**config.mk**
```make
export PLATFORM = sky130hd
export DESIGN_NAME = regfile_write_arbiter
export DESIGN_NICKNAME = d
export VERILOG_FILES = /design/src/rtl/regfile_write_arbiter.sv
export SDC_FILE = /design/constraint.sdc
export NUM_CORES = 1
export LEC_CHECK = 0
export CORE_AREA = 5 5 125 127
export CTS_BUF_LIST = sky130_fd_sc_hd__clkbuf_2
export DETAILED_ROUTE_END_ITERATION = 12
export DIE_AREA = 0 0 130 132
export GPL_TIMING_DRIVEN = 0
export PLACE_DENSITY = 0.75
export SKIP_CTS_REPAIR_TIMING = 1
export SYNTH_ARGS = -nofsm -noshare
export SYNTH_HDL_FRONTEND = slang
export SYNTH_SLANG_ARGS = --single-unit
```
**constraint.sdc**
```tcl
create_clock -name clk -period 5.12 [get_ports clk]
set_clock_uncertainty 0.2 [all_clocks]
set_input_delay 0.768 -clock clk [delete_from_list [all_inputs] [get_ports clk]]
set_output_delay 0.768 -clock clk [all_outputs]
set_load 0.02 [all_outputs]
```
**src/rtl/regfile_write_arbiter.sv**
```systemverilog
// Shares the register-file write port between ALU and load/mul-div writeback.
// Tracks pending writes in a scoreboard and raises a decode stall on hits.
`timescale 1ns/1ps
module regfile_write_arbiter #(
  parameter int DATA_W = 32,
  parameter int IDX_W  = 5,
  parameter int CNT_W  = 16
) (
  input  logic                  clk,
  input  logic                  reset_n,
  input  logic                  a_valid,
  output logic                  a_ready,
  input  logic [IDX_W-1:0]      a_index,
  input  logic [DATA_W-1:0]     a_data,
  input  logic                  b_valid,
  output logic                  b_ready,
  input  logic [IDX_W-1:0]      b_index,
  input  logic [DATA_W-1:0]     b_data,
  output logic                  wr_enable,
  output logic [IDX_W-1:0]      wr_index,
  output logic [DATA_W-1:0]     wr_data,
  input  logic                  issue_valid,
  input  logic [IDX_W-1:0]      issue_index,
  input  logic [IDX_W-1:0]      q_rs_index,
  input  logic [IDX_W-1:0]      q_rt_index,
  output logic                  stall,
  output logic [2**IDX_W-1:0]   busy_mask,
  output logic [CNT_W-1:0]      conflict_count
);

  localparam int NREG = 2**IDX_W;
  localparam logic [NREG-1:0] ONE = {{(NREG-1){1'b0}}, 1'b1};

  logic              r_full_a;
  logic              r_full_b;
  logic [IDX_W-1:0]  r_idx_a;
  logic [IDX_W-1:0]  r_idx_b;
  logic [DATA_W-1:0] r_data_a;
  logic [DATA_W-1:0] r_data_b;
  logic              r_last_b;
  logic [NREG-1:0]   r_busy;
  logic [CNT_W-1:0]  r_cnt;

  logic            w_grant_a;
  logic            w_grant_b;
  logic            w_load_a;
  logic            w_load_b;
  logic [NREG-1:0] w_set;
  logic [NREG-1:0] w_clr;

  // On a tie the source that did not win last time gets the port.
  assign w_grant_a = r_full_a & (~r_full_b | r_last_b);
  assign w_grant_b = r_full_b & (~r_full_a | ~r_last_b);

  assign a_ready = reset_n & (~r_full_a | w_grant_a);
  assign b_ready = reset_n & (~r_full_b | w_grant_b);

  assign w_load_a = a_valid & a_ready & (a_index != '0);
  assign w_load_b = b_valid & b_ready & (b_index != '0);

  always_comb begin
    wr_enable = w_grant_a | w_grant_b;
    wr_index  = '0;
    wr_data   = '0;
    unique case (1'b1)
      w_grant_a: begin
        wr_index = r_idx_a;
        wr_data  = r_data_a;
      end
      w_grant_b: begin
        wr_index = r_idx_b;
        wr_data  = r_data_b;
      end
      default: ;
    endcase
  end

  assign w_set = (issue_valid && issue_index != '0) ? (ONE << issue_index) : '0;
  assign w_clr = wr_enable ? (ONE << wr_index) : '0;

  assign stall = r_busy[q_rs_index] | r_busy[q_rt_index]
               | (issue_valid & r_busy[issue_index]);

  assign busy_mask      = r_busy;
  assign conflict_count = r_cnt;

  always_ff @(posedge clk or negedge reset_n) begin
    if (!reset_n) begin
      r_full_a <= 1'b0;
      r_full_b <= 1'b0;
      r_idx_a  <= '0;
      r_idx_b  <= '0;
      r_data_a <= '0;
      r_data_b <= '0;
      r_last_b <= 1'b1;
      r_busy   <= '0;
      r_cnt    <= '0;
    end else begin
      r_full_a <= w_load_a | (r_full_a & ~w_grant_a);
      r_full_b <= w_load_b | (r_full_b & ~w_grant_b);
      if (w_load_a) begin
        r_idx_a  <= a_index;
        r_data_a <= a_data;
      end
      if (w_load_b) begin
        r_idx_b  <= b_index;
        r_data_b <= b_data;
      end
      if (wr_enable)
        r_last_b <= w_grant_b;
      // A reservation issued alongside the retiring write keeps the bit set.
      r_busy <= (r_busy & ~w_clr) | w_set;
      if (r_full_a && r_full_b && !(&r_cnt))
        r_cnt <= r_cnt + 1'b1;
    end
  end

endmodule
```
==> results.py <==
metrics = {
    "cts": {
        "ctsHtreeMaxLevel": 4,
        "clock_sinks": 125,
        "clockBufferDepth": 2,
        "clkSlewWorstSetupHoldPaths_ns": 0.19,
        "tritoncts": "done",
        "cts_root_buffer": "clkbuf_2",
        "worstSkewPairLatency_ns": 0.70,
        "cts_buffers": 17,
    },
    "layout": {
        "nNetsFinal": 800,
        "layout_commonest_cell": "clkdlybuf4s50_1",
        "layout.cells.non_filler": 901,
        "drive_gt1_frac": 0.160,
        "area_delta_synth_final_pct": 35.5,
        "final_cell_mix": "clkdlybuf4s50_1, dfrtp_1, mux2_2, mux2_1, a22o_1",
        "fillers": 1204,
        "antenna_cells": 0,
    },
    "sta": {
        "worst_slew_pin_slew_ns": 0.746,
        "finalCriticalPeriod_ns": 4.15,
        "relSlewSlack": 0.498,
        "setup_viol": 0,
        "slew_viol_final": 0,
        "max_freq_mhz": 241,
        "finalWorstSetupSlack_ns": 0.973,
        "rsz0062_at_grt": "no",
        "finalHoldViolCount": 0,
        "fin_crit_sh": 0.810,
    },
    "critical_path": {
        "rr_startpoint": "r_full_a",
        "crit_fanout": 10,
        "required_ns": 4.15,
        "crit_path_end_kind": "output port",
        "cp_cell_sequence": "nand2b_1, buf_6, and2_1, buf_6, clkbuf_1, a22o_1, clkdlybuf4s50_1",
        "critPathMaxStageDelay_ns": 0.64,
        "critPathBufInv": 4,
        "crit_start": "r_last_b",
        "r2r_slack_ns": 2.68,
        "cp-start-kind": "flip-flop",
        "r2r_cells": 7,
        "cp.arrival_ns": 3.18,
        "r2r_end": "r_data_a[2]",
        "worst-path-stages": 7,
        "cp_slowest_cell": "clkdlybuf4s50_1",
        "crit_path_frequent_cell": "buf_6",
        "crit_type": "flip-flop to output port",
        "crit_family": "buffers and inverters",
        "crit_end": "wr_data[26]",
    },
    "floorplanning": {
        "ioPinCount": 183,
        "core_area_um2": 14300,
        "dieArea_um2": 17200,
        "chipWidth_um": 130,
        "chipHeight_um": 132,
        "rows": 44,
        "initial_utilization": 0.440,
    },
    "synth": {
        "synth_edf_count": 0,
        "ys_ff_latch": 125,
        "synth_area_leaders": "dfrtp_1, mux4_2, mux2_2",
        "ys_dominant_reg_cell": "dfrtp_1",
        "netlist.area_leader.share": 0.492,
        "synth-seq-area-share": 0.497,
        "ys_types": 52,
        "synthCells": 509,
        "synth.avg_cell_area_um2": 12.4,
        "async_reset_ff_frac": 1.00,
        "syn_nets": 604,
        "yosys_warnings": 0,
        "synth_top_area_cell": "dfrtp_1",
        "synth_area_um2": 6300,
    },
    "global_routing": {
        "grt_pass1_wl_mm": 30.6,
        "grt_antenna_before_repair": 0,
        "grt_usage": 0.230,
        "grt_pass1_vias": 5571,
        "overflow": 0,
        "grt_max_degree": 79,
    },
    "place": {
        "routabilityCongestion": 0.996,
        "dpl_worst_slack_ns": 1.03,
        "dp_hpwl_mm": 14.8,
        "place_inst": 869,
        "port_buffers": 175,
    },
    "worst_hold_path": {
        "min_from": "r_data_a[1]",
        "hp-class": "flip-flop to flip-flop",
    },
    "power_and_ir_drop": {
        "ir_drop_v": 0.000239,
        "powerDensity_nw_per_um2": 384,
        "cellLeakagePower_nw": 3.40,
        "finalPower_mw": 3.27,
    },
    "drt": {
        "first_pass_iters": 4,
        "drc_errors": 0,
        "vias": 5220,
        "post_drt_wl_per_cell_um": 21.5,
        "routed_via_density": 5.79,
        "ant_nets": 0,
        "drt-initial-drc-count": 349,
        "wl_mm": 19.3,
    },
    "outcome": {
        "status": "complete, no violations",
    },
    "run": {
        "maxCapViolCount": 0,
    },
}
-- layout make-up --
| cell class | count | area (um2) | share of cell area |
|---|---|---|---|
| clock inverter | 13 | 125 | 0.0147 |
| tap | 184 | 230 | 0.0270 |
| multi-input combinational | 340 | 2960 | 0.346 |
| buffer | 31 | 165 | 0.0193 |
| sequential | 125 | 3130 | 0.367 |
| clock buffer | 18 | 90.1 | 0.0106 |
| timing repair buffer | 177 | 1790 | 0.210 |
| inverter | 13 | 51.3 | 0.00601 |
-- routing by layer --
layer / GRT usage / share of wire
met1: 0.277 / 0.38
met2: 0.375 / 0.50
met3: 0.0859 / 0.093
met4: 0.0826 / 0.030
met5: 0 / 0
-- Yosys cell counts (8+ instances only) --
cell type / number
nand2_1: 25
inv_1: 10
nand4_1: 9
o21ai_1: 24
mux2_1: 38
o31ai_1: 15
xnor2_1: 12
o21ai_0: 13
dfrtp_1: 124
a22o_1: 32
nor2_1: 14
nand3_1: 18
mux2i_1: 8
nand2b_1: 8
mux4_2: 21
clkbuf_1: 13
buf_2: 9
mux2_2: 39
-- how the worst min path moves through the flow --
stage                              endpoint  slack, ns  cells past startpoint
after CTS                 conflict_count[6]      -0.26                      1
after global routing      conflict_count[1]       0.33                      2
after detailed placement       r_data_b[13]       0.28                      1
after global placement          r_data_a[7]       0.28                      1
final                           r_data_a[1]       0.31                      1
after floorplan                 r_data_a[0]       0.26                      1
-- flip-flops by register name, summed over array words and instances, names as in the netlist, 5 cells and up --
register and flops:
busy_mask 32, conflict_count 16, r_data_a 32, r_data_b 32, r_idx_a 5, r_idx_b 5
-- where the power goes --
| group | switching [mW] | leakage, nW | total (mW) | internal (mW) |
|---|---|---|---|---|
| Clock | 0.370 | 0.126 | 0.586 | 0.216 |
| Combinational | 0.581 | 1.81 | 1.23 | 0.654 |
| Sequential | 0.256 | 1.46 | 1.45 | 1.20 |
| Total | 1.21 | 3.40 | 3.27 | 2.07 |
-- through the flow --
stage / TNS [ns] / utilization / hold slack [ns] / area (um2)
after floorplan: 0 / - / 0.265 / 6300
final: 0 / 0.597 / 0.315 / 8540
after CTS: 0 / 0.596 / -0.262 / 8530
after detailed placement: 0 / 0.581 / 0.282 / 8310
after global routing: 0 / 0.597 / 0.333 / 8540
after global placement: -340.60 / 0.579 / 0.276 / 8280
-- cells by family (layout without fill, tap and decap cells) --
group,Yosys count,count (layout),synth area share
flip-flops,125,125,0.497
AO/OA/AOI/OAI,119,119,0.141
multiplexers,106,106,0.225
AND/OR/NAND/NOR,99,99,0.0804
buffers and inverters,44,252,0.0343
XOR/XNOR,15,15,0.0208
adder cells (fa/ha/maj),1,1,0.00198
(Power assumes the default switching activity.)
